File: src/rtl/piezo_pkg.sv
// piezo_pkg: play-state encoding and default timing constants,
// shared by the song select stage and the piezo song player.
package piezo_pkg;

    localparam int DEF_SYNC_STAGES     = 2;
    localparam int DEF_DEB_CYCLES      = 20000;
    localparam int DEF_GAP_CYCLES      = 2;
    localparam int DEF_AUTOSTOP_CYCLES = 60000000;

    typedef enum logic [1:0] {
        ST_IDLE   = 2'd0,
        ST_PLAY_A = 2'd1,
        ST_PLAY_T = 2'd2,
        ST_GAP    = 2'd3
    } state_e;

    typedef enum logic {
        TGT_A = 1'b0,
        TGT_T = 1'b1
    } tgt_e;

    // Counter width for a modulo-n count; never narrower than one bit.
    function automatic int cnt_w(input int n);
        return (n > 1) ? $clog2(n) : 1;
    endfunction

endpackage

File: src/rtl/piezo_key_debounce.sv
// piezo_key_debounce: synchroniser, level debouncer and one-cycle
// press pulse for a single raw active-high push-button.
module piezo_key_debounce
    import piezo_pkg::*;
#(
    parameter int SYNC_STAGES = DEF_SYNC_STAGES,
    parameter int DEB_CYCLES  = DEF_DEB_CYCLES
) (
    input  logic i_clk,
    input  logic i_rst_n,
    input  logic i_key,
    output logic o_press
);

    localparam int CW = cnt_w(DEB_CYCLES);
    localparam logic [CW-1:0] CNT_MAX = CW'(DEB_CYCLES - 1);

    logic [SYNC_STAGES-1:0] r_sync;
    logic [CW-1:0]          r_cnt;
    logic                   r_stable;
    logic                   r_stable_d;
    logic                   r_press;
    logic                   w_sync;

    assign w_sync  = r_sync[SYNC_STAGES-1];
    assign o_press = r_press;

    always_ff @(posedge i_clk or negedge i_rst_n) begin
        if (!i_rst_n) begin
            r_sync <= '0;
        end else begin
            r_sync <= {r_sync[SYNC_STAGES-2:0], i_key};
        end
    end

    // Level must differ for DEB_CYCLES consecutive cycles to be accepted.
    always_ff @(posedge i_clk or negedge i_rst_n) begin
        if (!i_rst_n) begin
            r_cnt    <= '0;
            r_stable <= 1'b0;
        end else if (w_sync == r_stable) begin
            r_cnt <= '0;
        end else if (r_cnt == CNT_MAX) begin
            r_cnt    <= '0;
            r_stable <= ~r_stable;
        end else begin
            r_cnt <= r_cnt + 1'b1;
        end
    end

    always_ff @(posedge i_clk or negedge i_rst_n) begin
        if (!i_rst_n) begin
            r_stable_d <= 1'b0;
            r_press    <= 1'b0;
        end else begin
            r_stable_d <= r_stable;
            r_press    <= r_stable & ~r_stable_d;
        end
    end

endmodule

File: src/rtl/piezo_song_select.sv
// piezo_song_select: debounced keys drive a play-state FSM producing the
// exclusive A/T song selects. Optional play timer: PIEZO_AUTOSTOP_EN.
module piezo_song_select
    import piezo_pkg::*;
#(
    parameter int SYNC_STAGES     = DEF_SYNC_STAGES,
    parameter int DEB_CYCLES      = DEF_DEB_CYCLES,
    parameter int GAP_CYCLES      = DEF_GAP_CYCLES
`ifdef PIEZO_AUTOSTOP_EN
    ,
    parameter int AUTOSTOP_CYCLES = DEF_AUTOSTOP_CYCLES
`endif
) (
    input  logic CLK_1MHZ,
    input  logic RESETN,
    input  logic KEY_A,
    input  logic KEY_T,
    input  logic KEY_STOP,
    output logic A,
    output logic T,
    output logic PLAYING
);

    localparam int GW = cnt_w(GAP_CYCLES);
    localparam logic [GW-1:0] GAP_MAX = GW'(GAP_CYCLES - 1);

    logic w_p_a;
    logic w_p_t;
    logic w_p_stop;

    state_e r_state;
    state_e w_next;
    tgt_e   r_tgt;
    tgt_e   w_tgt;

    logic [GW-1:0] r_gap_cnt;
    logic          r_a;
    logic          r_t;
    logic          r_playing;
    logic          w_in_play;
    logic          w_timeout;

    assign A       = r_a;
    assign T       = r_t;
    assign PLAYING = r_playing;

    piezo_key_debounce #(
        .SYNC_STAGES(SYNC_STAGES),
        .DEB_CYCLES (DEB_CYCLES)
    ) u_key_a (
        .i_clk  (CLK_1MHZ),
        .i_rst_n(RESETN),
        .i_key  (KEY_A),
        .o_press(w_p_a)
    );

    piezo_key_debounce #(
        .SYNC_STAGES(SYNC_STAGES),
        .DEB_CYCLES (DEB_CYCLES)
    ) u_key_t (
        .i_clk  (CLK_1MHZ),
        .i_rst_n(RESETN),
        .i_key  (KEY_T),
        .o_press(w_p_t)
    );

    piezo_key_debounce #(
        .SYNC_STAGES(SYNC_STAGES),
        .DEB_CYCLES (DEB_CYCLES)
    ) u_key_stop (
        .i_clk  (CLK_1MHZ),
        .i_rst_n(RESETN),
        .i_key  (KEY_STOP),
        .o_press(w_p_stop)
    );

    assign w_in_play = (r_state == ST_PLAY_A) || (r_state == ST_PLAY_T);

`ifdef PIEZO_AUTOSTOP_EN
    localparam int TW = cnt_w(AUTOSTOP_CYCLES);
    localparam logic [TW-1:0] TMR_MAX = TW'(AUTOSTOP_CYCLES - 1);

    logic [TW-1:0] r_tmr;

    assign w_timeout = w_in_play && (r_tmr == TMR_MAX);

    // Restarts on every entry into a play state, including via GAP.
    always_ff @(posedge CLK_1MHZ or negedge RESETN) begin
        if (!RESETN) begin
            r_tmr <= '0;
        end else if (w_in_play && (w_next == r_state)) begin
            r_tmr <= r_tmr + 1'b1;
        end else begin
            r_tmr <= '0;
        end
    end
`else
    assign w_timeout = 1'b0;
`endif

    always_comb begin
        w_next = r_state;
        w_tgt  = r_tgt;
        if (w_p_stop || w_timeout) begin
            w_next = ST_IDLE;
        end else if (r_state == ST_GAP) begin
            if (r_gap_cnt == GAP_MAX) begin
                w_next = (r_tgt == TGT_T) ? ST_PLAY_T : ST_PLAY_A;
            end
        end else if (!(w_p_a && w_p_t)) begin
            unique case (r_state)
                ST_IDLE: begin
                    if (w_p_a) begin
                        w_next = ST_PLAY_A;
                    end else if (w_p_t) begin
                        w_next = ST_PLAY_T;
                    end
                end
                ST_PLAY_A: begin
                    if (w_p_a) begin
                        w_next = ST_IDLE;
                    end else if (w_p_t) begin
                        w_next = ST_GAP;
                        w_tgt  = TGT_T;
                    end
                end
                ST_PLAY_T: begin
                    if (w_p_t) begin
                        w_next = ST_IDLE;
                    end else if (w_p_a) begin
                        w_next = ST_GAP;
                        w_tgt  = TGT_A;
                    end
                end
                default: begin
                    w_next = r_state;
                end
            endcase
        end
    end

    always_ff @(posedge CLK_1MHZ or negedge RESETN) begin
        if (!RESETN) begin
            r_state   <= ST_IDLE;
            r_tgt     <= TGT_A;
            r_gap_cnt <= '0;
        end else begin
            r_state   <= w_next;
            r_tgt     <= w_tgt;
            r_gap_cnt <= ((r_state == ST_GAP) && (w_next == ST_GAP))
                       ? r_gap_cnt + 1'b1 : '0;
        end
    end

    // Selects follow next-state so both are low for the whole gap.
    always_ff @(posedge CLK_1MHZ or negedge RESETN) begin
        if (!RESETN) begin
            r_a       <= 1'b0;
            r_t       <= 1'b0;
            r_playing <= 1'b0;
        end else begin
            r_a       <= (w_next == ST_PLAY_A);
            r_t       <= (w_next == ST_PLAY_T);
            r_playing <= (w_next == ST_PLAY_A) || (w_next == ST_PLAY_T);
        end
    end

endmodule
File: config.mk
export PLATFORM = sky130hd
export DESIGN_NAME = piezo_song_select
export DESIGN_NICKNAME = d
export VERILOG_FILES = /design/src/rtl/piezo_pkg.sv /design/src/rtl/piezo_key_debounce.sv /design/src/rtl/piezo_song_select.sv
export SDC_FILE = /design/constraint.sdc
export NUM_CORES = 1
export LEC_CHECK = 0
export CORE_MARGIN = 2
export CORE_UTILIZATION = 40
export DETAILED_ROUTE_END_ITERATION = 6
export GPL_ROUTABILITY_DRIVEN = 0
export MAX_ROUTING_LAYER = met4
export PLACE_DENSITY = 0.55
export SYNTH_ARGS = -nofsm -noshare
export SYNTH_HDL_FRONTEND = slang
export SYNTH_SLANG_ARGS = --single-unit
File: constraint.sdc
create_clock -name CLK_1MHZ -period 4.2 [get_ports CLK_1MHZ]
set_clock_uncertainty 0.15 [all_clocks]
set_input_delay 1.05 -clock CLK_1MHZ [delete_from_list [all_inputs] [get_ports CLK_1MHZ]]
set_output_delay 1.05 -clock CLK_1MHZ [all_outputs]
set_load 0.03 [all_outputs]
==> summary.txt, run 1 <==
Status
  – Status: finished, final reports clean

Yosys
  – Syn avg cell area: approximately 11 µm²
  – Yosys reg bits: 67
  – Syn nets: 286
  – Synthesis Warnings: 0
  – Number of synthesized flops with an enable pin: 0
  – Syn Inst Count: 275
  – Synthesized area: slightly below 3000 µm²
  – Seq/Total Area, Yosys: 56.8%
  – Yosys cell types: 35
  – Main flop type after synthesis: dfrtp_1
  – FFs w/ async S/R, synth: between 90% and 100%

Setup path
  – Data arrival, critical path: 1.34 ns
  – Worst Setup End Kind: output pin
  – Buf+Inv Stages, Crit Path: 1
  – Setup crit start kind: flop
  – Critical-path maximum fanout: 1
  – CP required: 3.00 ns
  – CP Cell Sequence: clkdlybuf4s50_1
  – CP top delay family: buffers and inverters
  – Critical path's largest stage delay: 0.66 ns
  – Crit path kind: flop to output pin
  – Worst path slowest cell: clkdlybuf4s50_1

Final layout
  – Storage cell area: about 1700 µm²
  – Fill cell count: 717
  – Design area: 3310 µm²
  – Most frequent cells in the layout: dfrtp_1 (67), nor2_1 (46), xnor2_1 (20)
  – Antenna diodes: 0
  – Layout area overhead: 12.1%
  – Multi-input gate area: 1220 µm²
  – Most common cell after layout, fill and taps aside: dfrtp_1
  – Nets@finish: 300
  – Share of cells above drive strength 1: ~8%

Detailed routing
  – Routed via count: between 1500 and 2000
  – Initial DRC Count: 66
  – First-pass DRT Iterations: 4
  – Routed WL: a little under 5000 µm
  – DR WL/cell: 12.4 µm
  – DRC: 0
  – Drt via density: between 4 and 5
  – Final ANT Viol Nets: 0

Clock network
  – Reg clk slew, reported paths: 0.07 ns
  – H-tree levels: 3
  – Setup Fix Bufs, Post-CTS: 0
  – CTS max path bufs: 2
  – CTS Buf Count: 9
  – CTS resizes: 0
  – Hold Buf Count CTS: 0
  – CTS sink cnt: 67
  – Root buf cell: clkbuf_8
  – CTS tree: yes
  – Clock latency on the worst-skew pair: 0.34 ns

Floorplanning
  – Cell Rows: 31
  – Initial Utilization: 40.9%
  – Die extent in x: 89.9 µm
  – DIE AREA: 8090 µm²
  – Die Span Y: 89.9 µm
  – Boundary Pins: 8
  – Core Area: ~7000 µm²

Timing
  – Setup Total Neg Slack: 0 ns
  – Slew HR: about 48%
  – Final hold violations: 0
  – Max-slew violations: 0
  – RSZ-0062 raised after global routing: no
  – Final period util: approximately three fifths
  – Worst slew pin tran: 0.781 ns
  – Setup-failing EPs final: 0
  – Final Critical Period: between 2 and 3 ns
  – Fmax achieved: 394 MHz

Placement
  – I/O Buffers: 7
  – HPWL Detailed: 3280 µm
  – Area after DPL: 3130 µm²

GRT
  – Gr ovfl total: 0
  – Initial antenna violation count: 0
  – Vias in the first global route: about 1800
  – Pin count of the biggest net entering global routing: 36
  – First-pass GRT wire length: approximately 8500 µm
  – GR Util All Layers: 13.5%

Power and ir drop
  – Power Total: between 1 and 1.5 mW
  – Leak: 1.43 nW
  – VDD IR max: 0.000190 V
  – Pwr Density: 366 nW/µm²

Hold path
  – Worst Hold Class: flop to flop

Job
  – Max-capacitance violation count: 0
==> worst paths after layout <==
kind                                   start                  to  slack [ns]  depth (start not counted)
max                                  PLAYING             PLAYING        1.66                          1
min                        u_key_a.r_sync[0]   u_key_a.r_sync[1]        0.21                          0
max reg2reg                 u_key_a.r_cnt[7]    u_key_a.r_cnt[2]        2.09                          4
min reg2reg                u_key_a.r_sync[0]   u_key_a.r_sync[1]        0.21                          0
max in group asynchronous             RESETN  u_key_a.r_stable_d        2.54                          2
min in group asynchronous             RESETN   u_key_t.r_cnt[10]        0.64                          1
==> final cells by class <==
cell class | instances | share of cell area (%)
clock buffer | 10 | 3.86
clock inverter | 5 | 1.66
inverter | 8 | 0.907
multi-input combinational | 194 | 36.7
sequential | 67 | 50.7
tap | 99 | 3.74
timing repair buffer | 9 | 2.42
==> logic make-up (layout without fill, tap and decap cells) <==
| logic type | Yosys count | after routing | synth area share (%) |
|---|---|---|---|
| AO/OA/AOI/OAI | 14 | 14 | 2.92 |
| XOR/XNOR | 38 | 38 | 11.3 |
| adder cells (fa/ha/maj) | 6 | 6 | 2.54 |
| buffers and inverters | 14 | 32 | 2.03 |
| flip-flops | 67 | 67 | 56.8 |
| multiplexers | 3 | 3 | 1.27 |
| AND/OR/NAND/NOR | 133 | 133 | 23.2 |
==> cells in the mapped netlist (2+ instances only) <==
| cell | instances | area (µm²) |
|---|---|---|
| a21oi_1 | 4 | 20.0 |
| and3_1 | 5 | 31.3 |
| and4_1 | 3 | 26.3 |
| clkbuf_1 | 5 | 18.8 |
| dfrtp_1 | 67 | 1680 |
| ha_1 | 6 | 75.1 |
| inv_1 | 8 | 30.0 |
| mux2_2 | 2 | 22.5 |
| nand2_1 | 12 | 45.0 |
| nand2b_1 | 5 | 31.3 |
| nand3_1 | 17 | 85.1 |
| nand4_1 | 14 | 87.6 |
| nor2_1 | 46 | 173 |
| nor2b_1 | 3 | 18.8 |
| nor3_1 | 9 | 45.0 |
| nor4_1 | 5 | 31.3 |
| nor4b_1 | 2 | 17.5 |
| o21a_1 | 2 | 15.0 |
| o21ai_0 | 4 | 20.0 |
| o31ai_1 | 2 | 15.0 |
| or2_2 | 2 | 12.5 |
| or3_1 | 3 | 18.8 |
| xnor2_1 | 20 | 175 |
| xor2_1 | 18 | 158 |
==> per-layer routing <==
metal	track usage, %	routed length [µm]	vias up
li1	-	-	970
met1	18.0	2450	932
met2	18.7	2180	26
met3	3.02	132	7
met4	8.46	78	0
met5	-	0	-
==> metrics by stage <==
stage	hold slack [ns]	std cells	utilization (%)	setup WS (ns)
2_1_floorplan	0.181	275	-	2.19
3_3_place_gp	0.184	377	43.3	2.04
3_5_place_dp	0.199	377	43.3	2.02
4_1_cts	0.213	392	45.9	1.63
5_1_grt	0.230	392	45.9	1.61
6_report	0.211	392	45.9	1.66
==> registers in the layout (all words and copies together) (netlist names), 2 cells and up <==
name and cells:
r_state 2, u_key_a.r_cnt 15, u_key_a.r_sync 2, u_key_stop.r_cnt 15
u_key_stop.r_sync 2, u_key_t.r_cnt 15, u_key_t.r_sync 2
==> power by group <==
part	total, mW	internal, mW	switching, mW
logic	0.0384	0.0125	0.0259
registers	0.664	0.655	0.00891
clock network	0.508	0.269	0.239
total	1.21	0.936	0.274
No activity file was read; power rests on OpenSTA's default activity.
==> run 2, diff against run 1 <==
==> constraint.sdc (replaced) <==
create_clock -name CLK_1MHZ -period 2.5 [get_ports CLK_1MHZ]
set_clock_uncertainty 0.15 [all_clocks]
set_input_delay 0.625 -clock CLK_1MHZ [delete_from_list [all_inputs] [get_ports CLK_1MHZ]]
set_output_delay 0.625 -clock CLK_1MHZ [all_outputs]
set_load 0.03 [all_outputs]
==> summary.txt, run 2 (synthesized netlist as in run 1, its figures left out) <==
Power and ir drop
  – Pint: 1.71 mW
  – Sw Ratio: around a fifth
  – Combinational Power Share: 3.1%
  – Leak: 1.46 nW
  – Seq pwr share: 51.4%
  – NetSw: 0.458 mW
  – Power Total: 2.17 mW
  – VDD IR max: 0.000405 V
  – Clock group share of total power: about 46%
  – Pwr Density: 646 nW/µm²

Placement
  – Area after DPL: around 3100 µm²
  – I/O Buffers: 7
  – HPWL Detailed: 3200 µm

Floorplanning
  – DIE AREA: 8090 µm²
  – Cell Rows: 31
  – Boundary Pins: 8
  – Core Area: 7210 µm²
  – Initial Utilization: between 40% and 50%
  – Die extent in x: 89.9 µm
  – Die Span Y: 89.9 µm

GRT
  – Initial antenna violation count: 0
  – Pin count of the biggest net entering global routing: 29
  – GR Util All Layers: 14.0%
  – Gr ovfl total: 0
  – Vias in the first global route: 1876
  – First-pass GRT wire length: 8720 µm

Setup path
  – Data arrival, critical path: 1.32 ns
  – Worst Setup End Kind: output pin
  – Buf+Inv Stages, Crit Path: 1
  – CP top delay family: buffers and inverters
  – Setup crit start kind: flop
  – Worst path slowest cell: clkdlybuf4s50_1
  – CP required: 1.73 ns
  – Critical path depth in cells: 1
  – Critical path's largest stage delay: 0.66 ns
  – Critical-path maximum fanout: 1
  – R2r worst-path depth: 4
  – Crit path kind: flop to output pin
  – CP Cell Sequence: clkdlybuf4s50_1

Clock network
  – CTS max path bufs: 2
  – H-tree levels: 3
  – CTS sink cnt: 67
  – Clock latency on the worst-skew pair: ~0.34 ns
  – CTS tree: yes
  – Root buf cell: clkbuf_8
  – Hold Buf Count CTS: 0
  – CTS Buf Count: 9
  – Setup Fix Bufs, Post-CTS: 0
  – CTS resizes: 0
  – Reg clk slew, reported paths: 0.07 ns

Final layout
  – Storage cell area: 1680 µm²
  – Design area: 3360 µm²
  – Multi-input gate area: 1220 µm²
  – Nets@finish: 300
  – Most frequent cells in the layout: dfrtp_1 (67), nor2_1 (46), xnor2_1 (20)
  – Most common cell after layout, fill and taps aside: dfrtp_1
  – Layout area overhead: 13.7%
  – Largest regs: u_key_a.r_cnt x15, u_key_stop.r_cnt x15, u_key_t.r_cnt x15
  – Fill cell count: between 600 and 700
  – Share of cells above drive strength 1: 8.16%
  – Core Util, Final: a little under half
  – Antenna diodes: 0

Hold path
  – Worst Hold Class: input pin to async pin

Timing
  – Worst slew pin tran: between 0.5 and 0.6 ns
  – Final period util: between 80% and 90%
  – RSZ-0062 raised after global routing: no
  – Final Critical Period: around 2.1 ns
  – Slew HR: 63.8%
  – Setup Total Neg Slack: 0 ns
  – Max-slew violations: 0
  – Setup-failing EPs final: 0
  – Final hold violations: 0
  – Fmax achieved: 477 MHz

Detailed routing
  – DRC: 0
  – First-pass DRT Iterations: 4
  – Initial DRC Count: 112
  – Routed WL: 4790 µm
  – DR WL/cell: 12.2 µm
  – Final ANT Viol Nets: 0
  – Drt via density: between 4 and 5
  – Routed via count: 1920

Status
  – Status: finished, final reports clean

Job
  – Max-capacitance violation count: 0
-- run 2: cell types whose count changed in the layout (fill, tap and decap cells not counted), sizes merged --
cell / before / now
bufinv: 1 / 2
clkbuf: 10 / 12
clkinvlp: 2 / 0
-- run 2: final timing paths --
path	startpoint	to	slack, ns
max	PLAYING	PLAYING	0.40
min	RESETN	u_key_t.r_cnt[9]	0.06
max reg2reg	u_key_a.r_cnt[12]	u_key_a.r_cnt[7]	0.41
min reg2reg	u_key_stop.r_sync[0]	u_key_stop.r_sync[1]	0.20
max in group asynchronous	RESETN	u_key_stop.r_sync[0]	1.49
min in group CLK_1MHZ	u_key_stop.r_sync[0]	u_key_stop.r_sync[1]	0.20
-- run 2: layer usage --
| metal | wire length [µm] | track usage [%] |
|---|---|---|
| met1 | 2420 | 18.5 |
| met2 | 2130 | 19.7 |
| met3 | 156 | 5.11 |
| met4 | 81 | 5.26 |
| met5 | 0 | - |
-- run 2: power by group through the flow --
| stage | sequential [mW] | combinational (mW) | clock (mW) |
|---|---|---|---|
| floorplan | 1.13 | 0.0333 | 0 |
| global placement | 1.14 | 0.0706 | 0 |
| detailed placement | 1.14 | 0.0712 | 0 |
| CTS | 1.11 | 0.0715 | 1.02 |
| global route | 1.12 | 0.0811 | 1.08 |
| finish | 1.11 | 0.0673 | 0.989 |
-- run 2: stage by stage --
stage	instances	hold slack, ns	setup WS (ns)
floorplan	275	0.179	0.493
finish	393	0.0612	0.402
detailed placement	377	0.186	0.400
CTS	393	0.0723	0.378
global placement	377	0.185	0.426
global route	393	0.0976	0.297
-- run 2: cell type report --
type | count | area share, %
sequential | 67 | 49.9
inverter | 8 | 0.894
clock buffer | 12 | 4.32
timing repair buffer | 9 | 2.76
tap | 99 | 3.69
multi-input combinational | 194 | 36.2
clock inverter | 4 | 2.20
-- run 2: worst reg2reg max path, cell delays in order (launching register included) --
cell	delay [ns]
dfrtp_1	0.41
or4b_1	0.52
or4_4	0.56
nand2b_2	0.24
nor2_1	0.09
==> run 3, diff against run 2 <==
==> constraint.sdc (replaced) <==
create_clock -name CLK_1MHZ -period 2.06 [get_ports CLK_1MHZ]
set_clock_uncertainty 0.15 [all_clocks]
set_input_delay 0.515 -clock CLK_1MHZ [delete_from_list [all_inputs] [get_ports CLK_1MHZ]]
set_output_delay 0.515 -clock CLK_1MHZ [all_outputs]
set_load 0.03 [all_outputs]
==> summary.txt, run 3 (synthesized netlist as in run 1, its figures left out) <==
Setup path
  – Register-to-register setup slack: between 0.05 and 0.06 ns
  – Critical path's largest stage delay: approximately 0.52 ns
  – Crit path kind: flop to flop
  – R2R Path End: u_key_a.r_stable
  – CP Cell Sequence: or4b_1 > or4_4 > mux2_4
  – Worst r2r src: u_key_a.r_cnt[12]
  – R2r worst-path depth: 3
  – Data arrival, critical path: 2.07 ns
  – Worst path slowest cell: or4b_1
  – Critical-path maximum fanout: 2
  – CP Capture Point: u_key_a.r_stable
  – CP required: 2.13 ns
  – CP top delay family: simple AND/OR/NAND/NOR gates
  – Critical path depth in cells: 3
  – Worst Setup End Kind: flop
  – Setup crit start kind: flop
  – Critical Path Source: u_key_a.r_cnt[12]
  – Buf+Inv Stages, Crit Path: 0

Floorplanning
  – DIE AREA: 8090 µm²
  – Die extent in x: 89.9 µm
  – Boundary Pins: 8
  – Initial Utilization: 40.9%
  – Cell Rows: 31
  – Die Span Y: ~90 µm
  – Core Area: 7210 µm²

Power and ir drop
  – Leak: roughly 1.5 nW
  – Pwr Density: 749 nW/µm²
  – VDD IR max: 0.000387 V
  – Power Total: 2.54 mW

Timing
  – Fmax achieved: 499 MHz
  – Final Critical Period: ~2 ns
  – Fin Hold WS: 0.0278 ns
  – RSZ-0062 raised after global routing: yes
  – Final hold violations: 0
  – Setup Total Neg Slack: 0 ns
  – Fin worst setup slack: 0.0579 ns
  – Worst slew pin tran: 0.350 ns
  – Final period util: 97.2%
  – Setup-failing EPs final: 0
  – Max-slew violations: 0
  – Slew HR: 76.5%

GRT
  – Vias in the first global route: 1895
  – Initial antenna violation count: 0
  – Met1 Use GR: roughly 18%
  – Gr ovfl total: 0
  – GRT met3 Usage: 4.36%
  – GRT busiest layer: met2
  – GR met2 Demand/Resource: between 20% and 30%
  – Pin count of the biggest net entering global routing: 68
  – First-pass GRT wire length: roughly 8600 µm
  – GR Util All Layers: 13.6%

Final layout
  – Design area: around 3400 µm²
  – Antenna diodes: 0
  – Most frequent cells in the layout: dfrtp_1 (67), nor2_1 (46), xnor2_1 (20)
  – Storage cell area: approximately 1700 µm²
  – Core Util, Final: 47.0%
  – Fill cell count: 695
  – Layout area overhead: 14.7%
  – Share of cells above drive strength 1: 9.76%
  – Multi-input gate area: 1220 µm²
  – Most common cell after layout, fill and taps aside: dfrtp_1
  – Largest regs: u_key_a.r_cnt x15, u_key_stop.r_cnt x15, u_key_t.r_cnt x15
  – Layout Cells excl Fill: roughly 400
  – Nets@finish: 304

Placement
  – DP Worst Slack: -0.0103 ns
  – HPWL Detailed: ~3100 µm
  – I/O Buffers: 7
  – Area after DPL: 3180 µm²
  – Dpl cells: approximately 380

Detailed routing
  – First-pass DRT Iterations: 4
  – Final ANT Viol Nets: 0
  – Routed via count: 1910
  – DRC: 0
  – Routed WL: 4930 µm
  – Initial DRC Count: 79
  – DR WL/cell: around 12 µm
  – Drt via density: 4.82

Clock network
  – H-tree levels: 3
  – Reg clk slew, reported paths: 0.07 ns
  – CTS Buf Count: 9
  – Setup Fix Bufs, Post-CTS: 0
  – CTS max path bufs: 2
  – CTS sink cnt: 67
  – CTS tree: yes
  – Clock latency on the worst-skew pair: 0.33 ns
  – Root buf cell: clkbuf_8

Hold path
  – Worst Hold Class: input pin to async pin

Status
  – Status: finished, final reports clean

Job
  – Max-capacitance violation count: 0
==> run 3: cell count changes in the layout (fill, tap and decap cells not counted), sizes merged <==
cell / previous run / this run
clkinv: 2 / 1
bufinv: 2 / 1
buf: 3 / 7
clkbuf: 12 / 11
clkinvlp: 0 / 2
==> run 3: repair_timing <==
action                                  4_1_cts  5_1_grt
resized for setup                             1        0
hold buffers                                  0        0
pin swaps                                     1        0
endpoints found under the setup margin       13        1
==> run 3: area by class of cell <==
class	count	area share (%)
Clock buffer	11	4.47
Clock inverter	4	1.48
Multi-Input combinational cell	194	36.0
Inverter	8	0.886
Timing Repair Buffer	13	3.99
Sequential cell	67	49.5
Tap cell	99	3.66
==> run 3: layer usage <==
metal	share of wire [%]	wire length (µm)
met1	50	2450
met4	1.6	78
met5	0	0
met3	3.5	174
met2	45	2220
==> run 3: power by group <==
| part | switching, mW | internal (mW) | total, mW |
|---|---|---|---|
| Combinational | 0.0547 | 0.0327 | 0.0874 |
| Clock | 0.480 | 0.616 | 1.10 |
| Sequential | 0.0180 | 1.34 | 1.35 |
| Total | 0.553 | 1.98 | 2.54 |
==> run 3: worst min path at each step <==
stage	start	to	slack (ns)	cells after the start
after floorplan	RESETN	A	0.07	0
after global placement	u_key_stop.r_sync[0]	u_key_stop.r_sync[1]	0.18	0
after detailed placement	u_key_stop.r_sync[0]	u_key_stop.r_sync[1]	0.19	0
after CTS	RESETN	u_key_t.r_cnt[7]	0.05	2
after global routing	RESETN	A	0.07	2
final	RESETN	u_key_t.r_cnt[10]	0.03	2
